[src/rtl/phase_sequencer_pkg.sv]
// Shared types and width helpers for the phase sequencer.
// Holds the state encoding, the instruction-counter width and the phase/fetch index width functions.
package phase_sequencer_pkg;

    typedef enum logic [1:0] {
        ST_IDLE,
        ST_FETCH,
        ST_CK,
        ST_STB
    } state_e;

    localparam int INST_CNT_W = 16;

    // Phase index runs 1..nphases, so zero stays free as the "no phase" value.
    function automatic int ph_width(input int nphases);
        return $clog2(nphases + 1);
    endfunction

    function automatic int fetch_width(input int fetch_cycles);
        return (fetch_cycles > 1) ? $clog2(fetch_cycles) : 1;
    endfunction

endpackage

[src/rtl/phase_sequencer_if.sv]
// Bundle between the sequencer, the front-panel run/step logic and the instruction decoders.
// master is the sequencer side; slave is the panel/decoder side.
interface phase_sequencer_if
    import phase_sequencer_pkg::*;
#(
    parameter int NPHASES = 6
) ();

    logic                  run;
    logic                  step;
    logic                  done;
    logic [NPHASES-1:0]    ck;
    logic [NPHASES-1:0]    stb;
    logic                  fetch;
    logic                  busy;
    logic                  overrun;
    logic [INST_CNT_W-1:0] inst_cnt;

    modport master (
        input  run, step, done,
        output ck, stb, fetch, busy, overrun, inst_cnt
    );

    modport slave (
        output run, step, done,
        input  ck, stb, fetch, busy, overrun, inst_cnt
    );

endinterface

[src/rtl/phase_sequencer_phase_decode.sv]
// Registers the one-hot ck/stb/fetch/busy outputs from the sequencer's next state,
// so the outputs line up with the state register and never glitch.
module phase_decode
    import phase_sequencer_pkg::*;
#(
    parameter int NPHASES = 6,
    parameter int PH_W    = 3
) (
    input  logic               clk,
    input  logic               reset,
    input  state_e             state_nx,
    input  logic [PH_W-1:0]    phase_nx,
    output logic [NPHASES-1:0] ck,
    output logic [NPHASES-1:0] stb,
    output logic               fetch,
    output logic               busy
);

    always_ff @(posedge clk) begin
        if (reset) begin
            ck    <= '0;
            stb   <= '0;
            fetch <= 1'b0;
            busy  <= 1'b0;
        end else begin
            for (int k = 0; k < NPHASES; k++) begin
                ck[k]  <= (state_nx == ST_CK)  && (phase_nx == PH_W'(k + 1));
                stb[k] <= (state_nx == ST_STB) && (phase_nx == PH_W'(k + 1));
            end
            fetch <= (state_nx == ST_FETCH);
            busy  <= (state_nx != ST_IDLE);
        end
    end

endmodule

[src/rtl/phase_sequencer.sv]
// Instruction timing generator: fetch slot, then one-hot ck1,stb1..ckN,stbN until a decoder signals done.
// Holds the FSM, single-step latch, sticky overrun flag and completed-instruction counter.
module phase_sequencer
    import phase_sequencer_pkg::*;
#(
    parameter int NPHASES      = 6,
    parameter int FETCH_CYCLES = 1
) (
    input logic                clk,
    input logic                reset,
    phase_sequencer_if.master  bus
);

    localparam int PH_W = ph_width(NPHASES);
    localparam int FC_W = fetch_width(FETCH_CYCLES);

    state_e                state_q, state_nx;
    logic [PH_W-1:0]       phase_q, phase_nx;
    logic [FC_W-1:0]       fcnt_q, fcnt_nx;
    logic                  single_q, single_nx;
    logic                  overrun_q;
    logic [INST_CNT_W-1:0] inst_cnt_q;
    logic                  complete;
    logic                  set_ovr;

    always_ff @(posedge clk) begin
        if (reset) begin
            state_q    <= ST_IDLE;
            phase_q    <= '0;
            fcnt_q     <= '0;
            single_q   <= 1'b0;
            overrun_q  <= 1'b0;
            inst_cnt_q <= '0;
        end else begin
            state_q  <= state_nx;
            phase_q  <= phase_nx;
            fcnt_q   <= fcnt_nx;
            single_q <= single_nx;
            if (set_ovr) begin
                overrun_q <= 1'b1;
            end
            if (complete) begin
                inst_cnt_q <= inst_cnt_q + 1'b1;
            end
        end
    end

    always_comb begin
        state_nx  = state_q;
        phase_nx  = phase_q;
        fcnt_nx   = fcnt_q;
        single_nx = single_q;
        complete  = 1'b0;
        set_ovr   = 1'b0;

        case (state_q)
            ST_IDLE: begin
                if (bus.run || bus.step) begin
                    state_nx  = ST_FETCH;
                    fcnt_nx   = '0;
                    phase_nx  = '0;
                    single_nx = bus.step;
                end
            end

            ST_FETCH: begin
                if (fcnt_q == FC_W'(FETCH_CYCLES - 1)) begin
                    state_nx = ST_CK;
                    phase_nx = PH_W'(1);
                end else begin
                    fcnt_nx = fcnt_q + 1'b1;
                end
            end

            ST_CK: begin
                if (bus.done) begin
                    complete = 1'b1;
                end else begin
                    state_nx = ST_STB;
                end
            end

            ST_STB: begin
                if (bus.done) begin
                    complete = 1'b1;
                end else if (phase_q == PH_W'(NPHASES)) begin
                    // Ran off the last strobe with no decoder claiming the instruction.
                    state_nx  = ST_IDLE;
                    phase_nx  = '0;
                    single_nx = 1'b0;
                    set_ovr   = 1'b1;
                end else begin
                    state_nx = ST_CK;
                    phase_nx = phase_q + 1'b1;
                end
            end

            default: begin
                state_nx = ST_IDLE;
                phase_nx = '0;
            end
        endcase

        // Completion wins over overrun; a dropped run only takes effect here, never mid-instruction.
        if (complete) begin
            fcnt_nx  = '0;
            phase_nx = '0;
            if (bus.run && !single_q) begin
                state_nx = ST_FETCH;
            end else begin
                state_nx  = ST_IDLE;
                single_nx = 1'b0;
            end
        end
    end

    phase_decode #(
        .NPHASES (NPHASES),
        .PH_W    (PH_W)
    ) u_decode (
        .clk      (clk),
        .reset    (reset),
        .state_nx (state_nx),
        .phase_nx (phase_nx),
        .ck       (bus.ck),
        .stb      (bus.stb),
        .fetch    (bus.fetch),
        .busy     (bus.busy)
    );

    assign bus.overrun  = overrun_q;
    assign bus.inst_cnt = inst_cnt_q;

endmodule
[src/flat_wrapper.sv]
// flat-port wrapper written by rule: the top's interface ports become plain ports
module phase_sequencer_flat import phase_sequencer_pkg::*;
#(
    parameter int NPHASES      = 6,
    parameter int FETCH_CYCLES = 1
)
  (clk, reset, bus_run, bus_step, bus_done, bus_ck, bus_stb, bus_fetch, bus_busy, bus_overrun, bus_inst_cnt);
  phase_sequencer_if #(.NPHASES(NPHASES)) bus_i ();
  input logic clk;
  input logic reset;
  input wire logic [$bits(bus_i.run)-1:0] bus_run;
  input wire logic [$bits(bus_i.step)-1:0] bus_step;
  input wire logic [$bits(bus_i.done)-1:0] bus_done;
  output wire logic [$bits(bus_i.ck)-1:0] bus_ck;
  output wire logic [$bits(bus_i.stb)-1:0] bus_stb;
  output wire logic [$bits(bus_i.fetch)-1:0] bus_fetch;
  output wire logic [$bits(bus_i.busy)-1:0] bus_busy;
  output wire logic [$bits(bus_i.overrun)-1:0] bus_overrun;
  output wire logic [$bits(bus_i.inst_cnt)-1:0] bus_inst_cnt;
  assign bus_i.run = bus_run;
  assign bus_i.step = bus_step;
  assign bus_i.done = bus_done;
  assign bus_ck = bus_i.ck;
  assign bus_stb = bus_i.stb;
  assign bus_fetch = bus_i.fetch;
  assign bus_busy = bus_i.busy;
  assign bus_overrun = bus_i.overrun;
  assign bus_inst_cnt = bus_i.inst_cnt;
  phase_sequencer #(.NPHASES(NPHASES), .FETCH_CYCLES(FETCH_CYCLES)) u_core (.clk(clk), .reset(reset), .bus(bus_i));
endmodule
[config.mk]
export PLATFORM = sky130hd
export DESIGN_NAME = phase_sequencer_flat
export DESIGN_NICKNAME = d
export VERILOG_FILES = /design/src/rtl/phase_sequencer_pkg.sv /design/src/rtl/phase_sequencer_if.sv /design/src/rtl/phase_sequencer_phase_decode.sv /design/src/rtl/phase_sequencer.sv /design/src/flat_wrapper.sv
export SDC_FILE = /design/constraint.sdc
export NUM_CORES = 1
export LEC_CHECK = 0
export CAP_MARGIN = 5
export CORE_ASPECT_RATIO = 0.75
export CORE_MARGIN = 3
export CORE_UTILIZATION = 60
export DETAILED_ROUTE_END_ITERATION = 10
export DONT_BUFFER_PORTS = 1
export GPL_ROUTABILITY_DRIVEN = 0
export PLACE_DENSITY = 0.82
export SETUP_SLACK_MARGIN = 0.2
export SYNTH_ARGS = -nofsm -noshare
export SYNTH_HDL_FRONTEND = slang
export SYNTH_SLANG_ARGS = --single-unit
[constraint.sdc]
create_clock -name clk -period 3 [get_ports clk]
set_input_delay 0.15 -clock clk [delete_from_list [all_inputs] [get_ports clk]]
set_output_delay 0.15 -clock clk [all_outputs]
set_load 0.01 [all_outputs]
==> out/qor.csv <==
metric,value,unit
status,finished clean,
hold_viol,0,
hp-class,primary input to flip-flop,
ctsResizeCount,0,
vias,1377,
cts_tree,done,
max_freq,0.417,GHz
cts_setup_buffers,0,
via_per_inst,6.26,
worstPathCellList,"inv_1, ha_1, nor3b_2, or2_4, a22oi_4, or4b_1, nor4b_4",
grt_pass1_wl,6020,um
cts_root_buffer,clkbuf_8,
grt_usage,23.8,%
yosysTopAreaCell,dfxtp_1,
regArea,741,sq um
numCtsBuffers,5,
grt_max_degree,25,
std_cell_rows,15,
num_io_pins,36,
min_path_cells,2,
max_stage_delay,630,ps
start_util,67.9,%
drc,0,
ys_seq_elements,37,
wl_per_cell,16.7,um
power.leakage,0.656,nW
synth_top_area_share,44.4,%
first_pass_iters,4,
worst-setup-path-type,flip-flop to flip-flop,
dp_hpwl,2650,um
drt_iter0_drc,111,
cts_hold_buf,1,
rrSetupSlack,600,ps
drive_above_1_share,9.14,%
htree_levels,2,
powerDensity,594,mW/mm^2
post-synth-top-count-cell,dfxtp_1,
antenna_found_initial,0,
diodes,0,
fillCellCount,183,
rsz0062_at_grt,no,
r2r-start,u_core.state_q[1],
synthDistinctLibCells,41,
ir_worst_vdd,331,uV
period_share,79.9,%
synthCells,185,
portBuffers,0,
final_max_slew_viol_count,0,
min_from,reset,
yosys-top-cells-count,"dfxtp_1 (37), nor2_1 (18), a21oi_1 (14)",
die_w,66.9,um
gr-total-overflow,0,
drtAntennaViolNets,0,
cts.sinks,37,
yosys_warnings,0,
clock_skew,5.96,ps
clk_pin_slew_worst_paths,70,ps
setup_violations,0,
yosysSeqAreaShare,44.4,%
fin_setup_tns,0,ps
wirelength,3680,um
async_flop_share,0,%
ys.flop_type,dfxtp_1,
min_to,u_core.single_q,
synth_edf_count,0,
startpoint_type,flip-flop,
finalCriticalPeriod,2400,ps
crit_arrival,2600,ps
critPathSlowestCell,or4b_1,
final_nets,196,
die-area,0.00346,sq mm
slew_headroom,42.0,%
clock_latency,290,ps
path_buf_inv,1,
multi_input_area,872,sq um
yosys-top-cells-area,"dfxtp_1 (44%), a21oi_1 (4.2%), nor2_1 (4.0%)",
grt_pass1_vias,1303,
whs,0.498,ps
die_y,51.7,um
max_cap_viol_count,0,
syn_area_per_cell,9.02,sq um
syn_to_final_growth,6.97,%
required,3200,ps
synthesis.area,0.00167,sq mm
r2r-end,u_core.u_decode.stb[2],
reg2regPathDepth,7,
synthesis.nets,195,
cp-end-kind,flip-flop,
worst_pin_slew,867,ps
critical_path.top_delay_family,simple AND/OR/NAND/NOR gates,
core_area,0.00246,sq mm
worst-path-max-fanout,6,
cts_buffer_depth,2,
[worst register-to-register path, stage by stage, from the launching register on]
cell	delay, ps
dfxtp_1	410
inv_1	90
ha_1	250
nor3b_2	200
or2_4	250
a22oi_4	220
or4b_1	630
nor4b_4	260
[layout make-up]
cell class,instances,share of cell area [%]
inverters,6,1.26
flip-flops and latches,37,41.5
clock buffers,6,4.63
well taps,34,2.38
clock inverters,1,0.420
multi-input cells,134,48.8
repair buffers,2,0.981
[cells in the final DEF, fill, tap and decap left out, types with 6 or more instances in the layout]
master,Yosys,final
a21oi_1,14,14
nand2_1,9,9
dfxtp_1,37,37
or3_1,8,8
clkbuf_8,0,6
nor2_1,18,18
nor3_1,9,9
inv_1,6,6
o21ai_0,13,13
nand3_1,6,6
nand4_1,6,6
[kinds of logic (layout without fill, tap and decap cells)]
| kind of cell | Yosys count | count (layout) | synth area share [%] |
|---|---|---|---|
| AOI/OAI and AO/OA | 39 | 39 | 14.5 |
| xor gates and xnor gates | 8 | 8 | 4.20 |
| muxes | 1 | 1 | 0.899 |
| adders and majority gates | 5 | 5 | 3.75 |
| and+or+nand+nor | 81 | 81 | 28.9 |
| DFF | 37 | 37 | 44.4 |
| buffers and inverters | 14 | 15 | 3.37 |
[worst max-delay path by stage]
stage	startpoint	end	slack, ps	cells after the start
final	u_core.state_q[1]	u_core.u_decode.stb[2]	600	7
after detailed placement	u_core.state_q[1]	u_core.u_decode.stb[2]	630	7
after CTS	u_core.state_q[1]	u_core.u_decode.stb[2]	610	7
after global placement	u_core.state_q[1]	u_core.u_decode.stb[2]	780	7
after global routing	u_core.state_q[1]	u_core.u_decode.stb[2]	480	6
after floorplan	u_core.state_q[1]	u_core.u_decode.stb[2]	880	8
[flip-flops by register name, indices dropped and copies added, names as in the netlist]
name,flops
u_core.phase_q,3
u_core.u_decode.ck,6
u_core.state_q,2
u_core.bus.inst_cnt,16
u_core.u_decode.stb,6
u_core.u_decode.busy,1
u_core.single_q,1
u_core.u_decode.fetch,1
u_core.bus.overrun,1
[per-layer routing]
metal / share of wire, % / global-route usage (%) / routed length, um
met1: 45 / 29.2 / 1650
met2: 47 / 36.8 / 1740
met3: 6.7 / 11.2 / 248
met4: 1.2 / 7.74 / 44
met5: 0 / 0 / 0
[report_power, final]
part / switching (mW) / internal, mW
combinational: 0.110 / 0.0658
clock: 0.173 / 0.181
sequential: 0.0192 / 0.511
[metrics by stage]
stage / area, sq um / util, % / power, mW / instances / setup slack (ps)
after floorplan: 1670 / - / 0.680 / 185 / 876
after global placement: 1690 / 68.5 / 0.702 / 212 / 778
after detailed placement: 1690 / 68.5 / 0.710 / 212 / 627
after CTS: 1790 / 72.6 / 1.06 / 220 / 614
after global routing: 1790 / 72.6 / 1.12 / 220 / 484
final: 1790 / 72.6 / 1.06 / 220 / 604
Note: power is estimated with default switching activity, not from simulation.
